[config.mk]
export PLATFORM = sky130hd
export DESIGN_NAME = alu_issue_arbiter
export DESIGN_NICKNAME = d
export VERILOG_FILES = /design/src/rtl/alu_issue_arbiter.sv
export SDC_FILE = /design/constraint.sdc
export NUM_CORES = 1
export LEC_CHECK = 0
export ABC_AREA = 0
export CAP_MARGIN = 5
export CORE_AREA = 3 3 145 147
export CTS_CLUSTER_SIZE = 10
export DETAILED_ROUTE_END_ITERATION = 10
export DIE_AREA = 0 0 148 150
export GPL_TIMING_DRIVEN = 1
export PLACE_DENSITY = 0.55
export SYNTH_ARGS = -nofsm -noshare
export SYNTH_HDL_FRONTEND = slang
export SYNTH_SLANG_ARGS = --single-unit
[constraint.sdc]
create_clock -name clk -period 9.1 [get_ports clk]
set_clock_uncertainty 0.15 [all_clocks]
set_input_delay 1.82 -clock clk [delete_from_list [all_inputs] [get_ports clk]]
set_output_delay 1.82 -clock clk [all_outputs]
set_load 0.005 [all_outputs]
[src/rtl/alu_issue_arbiter.sv]
// Round-robin issue arbiter sharing one two-stage ALU among NREQ lanes, with optional
// per-lane grant lock and a tag pipeline that routes each result back to its lane.
module alu_issue_arbiter #(
    parameter int unsigned NREQ     = 4,
    parameter int unsigned IDW      = 2,
    parameter int unsigned MAX_LOCK = 8
) (
    input  logic              clk,
    input  logic              rst_n,
    input  logic              en,
    input  logic [NREQ-1:0]   req_valid,
    input  logic [NREQ-1:0]   req_lock,
    input  logic [16*NREQ-1:0] req_ins,
    input  logic [16*NREQ-1:0] req_pc,
    input  logic [16*NREQ-1:0] req_op1,
    input  logic [16*NREQ-1:0] req_op2,
    output logic [NREQ-1:0]   req_ready,
    output logic [15:0]       alu_ins,
    output logic [15:0]       alu_pc,
    output logic [15:0]       alu_op1,
    output logic [15:0]       alu_op2,
    input  logic [15:0]       alu_x2_result,
    output logic              resp_valid,
    output logic [IDW-1:0]    resp_id,
    output logic [15:0]       resp_result,
    output logic              busy,
    output logic              lock_active
);

    localparam int unsigned CW = $clog2(MAX_LOCK + 1);

    typedef enum logic [0:0] {StUnlocked, StLocked} lock_state_e;

    lock_state_e    state_q, state_d;
    logic [IDW-1:0] ptr_q;
    logic [IDW-1:0] owner_q, owner_d;
    logic [CW-1:0]  cnt_q, cnt_d;
    logic           force_q, force_d;
    logic           s1_valid_q, s2_valid_q;
    logic [IDW-1:0] s1_id_q, s2_id_q;

    logic           gnt_any;
    logic [IDW-1:0] gnt_id;
    logic           accept;

    // Descending scan so the lane closest after ptr is assigned last and wins.
    always_comb begin
        logic [IDW-1:0] cand;
        gnt_any = 1'b0;
        gnt_id  = '0;
        cand    = '0;
        if (en) begin
            if (state_q == StLocked) begin
                gnt_any = req_valid[owner_q];
                gnt_id  = owner_q;
            end else begin
                for (int k = int'(NREQ); k > 0; k--) begin
                    cand = IDW'((int'(ptr_q) + k) % int'(NREQ));
                    if (req_valid[cand]) begin
                        gnt_any = 1'b1;
                        gnt_id  = cand;
                    end
                end
            end
        end
    end

    assign accept = gnt_any;

    always_comb begin
        req_ready = '0;
        alu_ins   = '0;
        alu_pc    = '0;
        alu_op1   = '0;
        alu_op2   = '0;
        for (int i = 0; i < int'(NREQ); i++) begin
            if (gnt_any && gnt_id == IDW'(i)) begin
                req_ready[i] = 1'b1;
                alu_ins      = req_ins[16*i +: 16];
                alu_pc       = req_pc[16*i +: 16];
                alu_op1      = req_op1[16*i +: 16];
                alu_op2      = req_op2[16*i +: 16];
            end
        end
    end

    // force_q marks the beat after a forced release: its lock bit must not re-lock.
    always_comb begin
        logic [CW-1:0] cnt_nxt;
        state_d = state_q;
        owner_d = owner_q;
        cnt_d   = cnt_q;
        force_d = force_q;
        cnt_nxt = '0;
        if (accept) begin
            force_d = 1'b0;
            if (req_lock[gnt_id] && !force_q) begin
                cnt_nxt = (state_q == StLocked) ? cnt_q + CW'(1) : CW'(1);
                if (cnt_nxt >= CW'(MAX_LOCK)) begin
                    state_d = StUnlocked;
                    cnt_d   = '0;
                    force_d = 1'b1;
                end else begin
                    state_d = StLocked;
                    owner_d = gnt_id;
                    cnt_d   = cnt_nxt;
                end
            end else begin
                state_d = StUnlocked;
                cnt_d   = '0;
            end
        end
    end

    always_ff @(posedge clk or negedge rst_n) begin
        if (!rst_n) begin
            state_q    <= StUnlocked;
            ptr_q      <= IDW'(NREQ - 1);
            owner_q    <= '0;
            cnt_q      <= '0;
            force_q    <= 1'b0;
            s1_valid_q <= 1'b0;
            s1_id_q    <= '0;
            s2_valid_q <= 1'b0;
            s2_id_q    <= '0;
        end else begin
            state_q    <= state_d;
            owner_q    <= owner_d;
            cnt_q      <= cnt_d;
            force_q    <= force_d;
            if (accept) begin
                ptr_q <= gnt_id;
            end
            s1_valid_q <= accept;
            s1_id_q    <= gnt_id;
            s2_valid_q <= s1_valid_q;
            s2_id_q    <= s1_id_q;
        end
    end

    assign resp_valid  = s2_valid_q;
    assign resp_id     = s2_valid_q ? s2_id_q : '0;
    assign resp_result = s2_valid_q ? alu_x2_result : '0;
    assign busy        = s1_valid_q | s2_valid_q;
    assign lock_active = (state_q == StLocked);

endmodule

==> results.json <==
{
  "power_mw": 1.079,
  "power_density_nw_per_um2": 153.6,
  "p_seq_share_pct": 11.7,
  "route.detailed.drc": 0,
  "ys_async_sr_fraction_pct": 100.0,
  "period_needed_ns": 7.509,
  "most-common-layout-cells": "clkdlybuf4s50_1, and2_1, mux4_2, dfrtp_1, nand2_1",
  "instances_no_fill": 880,
  "drv_slew": 0,
  "crit_buf_inv": 4,
  "routedWlPerCell_um": 18.09,
  "status": "finished, final reports clean",
  "leakagePower_nw": 2.475,
  "cts_hold_buf": 0,
  "fin_crit_sh_pct": 82.52,
  "timing.hold.ws_ns": 0.1935,
  "crit_path_end_kind": "primary output",
  "die_w_um": 148,
  "drive_above_1_share_pct": 14.43,
  "ys_ff_latch": 16,
  "rows": 52,
  "fmax_mhz": 133.2,
  "fin_area_um2": 7022,
  "cpMostUsedCell": "clkdlybuf4s50_1",
  "p_sw_uw": 359.6,
  "synth_top_cell_area_share_pct": 48.83,
  "ff2ff_setup_slack_ns": 5.81,
  "io_pins": 372,
  "tightest_slew_ns": 1.236,
  "critical_path.reg2reg.endpoint": "owner_q[1]",
  "diodes": 0,
  "place_area_um2": 6933,
  "cts_setup_buffers": 0,
  "layout_commonest_cell": "clkdlybuf4s50_1",
  "synth_top_cell_by_area": "mux4_2",
  "grt_max_degree": 72,
  "critPathKind": "in -> out",
  "synth_edf_count": 0,
  "ys_warn_count": 0,
  "nets": 895,
  "cts_buffers": 3,
  "netlist_area_um2": 2998,
  "reg2reg_from": "ptr_q[0]",
  "routed_via_density": 4.230,
  "syn2layout_area_growth_pct": 134.2,
  "gp_congestion": 0.9239,
  "intPower_uw": 719.0,
  "start_kind": "primary input",
  "postRouteWirelength_mm": 15.92,
  "hold_viol_final": 0,
  "crit_path_end": "alu_pc[2]",
  "critPathLaunch": "req_valid[0]",
  "ff2ff_path_depth": 7,
  "core-area_um2": 20040,
  "worst-path-stages": 10,
  "syn_inst": 258,
  "clk_pin_slew_ns": 0.05,
  "arrival_ns": 5.54,
  "dieArea_um2": 22200,
  "path_cells": "clkdlybuf4s50_1, o21ai_0, a21boi_0, o31ai_1, nand2_1, inv_2, buf_4, mux4_2, and2_1, clkdlybuf4s50_1",
  "cp_max_fo": 54,
  "cp.required_ns": 7.13,
  "yosysUniqueCellTypes": 40,
  "cp_slowest_stage_delay_ns": 0.92,
  "relSlewSlack_pct": 17.47,
  "tns_ns": 0,
  "synth.area.top_cells": "mux4_2, and2_1, dfrtp_1, buf_2, dfstp_2",
  "drt_first_pass_iters": 7,
  "cap_violations": 0,
  "grt_usage_pct": 13.28,
  "sw_frac_of_total_pct": 33.34,
  "ir_drop_v": 0.00009882,
  "critPathTopFamily": "buffers and inverters",
  "clkLatencyLatePin_ns": 0.25,
  "postRouteAntennaNets": 0,
  "critPathSlowestCell": "inv_2",
  "post_cts_resized": 0,
  "finalSetupViolCount": 0,
  "synthFlopType": "dfrtp_1",
  "port_buffers": 371,
  "grt_pass1_wl_mm": 23.43,
  "vias": 3722,
  "cts_buffer_depth": 2,
  "min_path_type": "reg -> reg",
  "grt_pass1_vias": 4014,
  "clock-sinks": 16,
  "drt_iter0_drc": 124,
  "synth_area_per_cell_um2": 11.62,
  "clockRootBuffer": "clkbuf_16",
  "pwr-share-comb_pct": 79.6,
  "p_clk_share_pct": 8.8,
  "place_inst": 876,
  "cts.htree.levels": 1,
  "initial_core_util_pct": 14.96,
  "yosysSeqAreaShare_pct": 13.44,
  "cts_tree": "done",
  "floorplan.die.height_um": 150,
  "overflow": 0,
  "dp_hpwl_mm": 13.53,
  "rsz0062_at_grt": "false",
  "antenna_found_initial": 0,
  "syn-num-nets": 542
}
==> cell families (layout without fill, tap and decap cells) <==
group	count (synthesis)	in the layout	share of synthesized area, %
flops	16	16	13.44
mux	72	72	51.42
buf+inv	34	386	5.843
fa+ha+maj	1	1	0.4173
xor+xnor	2	2	0.5844
compound gates	21	21	5.885
simple gates	112	112	22.41
==> per-layer routing <==
layer,track usage (%),up-vias,wire (µm)
met5,0,-,0
met3,2.574,15,1136
met2,24.78,208,8599
met1,16.43,1799,6062
met4,1.293,0,118
li1,-,1700,-
==> cell usage after synthesis (3+ instances only) <==
library cell and instances:
mux4_2 65, dfrtp_1 14, nand2_1 9, o2bb2ai_1 3
mux2_2 3, o21ai_0 4, and2_1 85, nand2b_1 4
mux2i_1 3, clkbuf_1 11, inv_1 4, inv_2 3
nor3_1 3, buf_6 4, buf_2 11, nor2_1 4
==> power groups by stage <==
stage                     registers, mW  logic [mW]  clock network [mW]
after CTS                         0.126       0.875              0.0963
after floorplan                   0.108       0.473                   0
after detailed placement          0.127       0.870                   0
after global routing              0.131       0.927              0.0989
after global placement            0.126       0.865                   0
final                             0.126       0.858              0.0946
==> worst min-delay path by stage <==
stage	startpoint	to	slack (ns)	depth (start not counted)
floorplan	s1_id_q[0]	s2_id_q[0]	0.18	0
CTS	s1_id_q[1]	s2_id_q[1]	0.20	0
global placement	s1_id_q[1]	s2_id_q[1]	0.18	0
global route	s1_id_q[0]	s2_id_q[0]	0.22	0
detailed placement	s1_id_q[1]	s2_id_q[1]	0.19	0
finish	s1_id_q[1]	s2_id_q[1]	0.19	0
==> final cells by class <==
type                       instances  area [µm²]
sequential                        16       402.9
multi-input combinational        208        2420
fill                            2042       13020
inverter                           7       28.78
tap                              270       337.8
clock buffer                       4       88.84
timing repair buffer             375        3744
==> state kept, by name, summed over array words and instances (netlist names) <==
name,flops
s2_id_q,2
cnt_q,4
force_q,1
owner_q,2
s1_valid_q,1
resp_valid,1
s1_id_q,2
ptr_q,2
lock_active,1
==> per-stage QoR <==
step / setup slack (ns) / util (%)
6_report: 1.591 / 35.04
3_3_place_gp: 1.642 / 34.60
5_1_grt: 1.373 / 35.04
3_5_place_dp: 1.635 / 34.60
2_1_floorplan: 3.584 / -
4_1_cts: 1.617 / 35.04
Note: power is estimated with default switching activity, not from simulation.
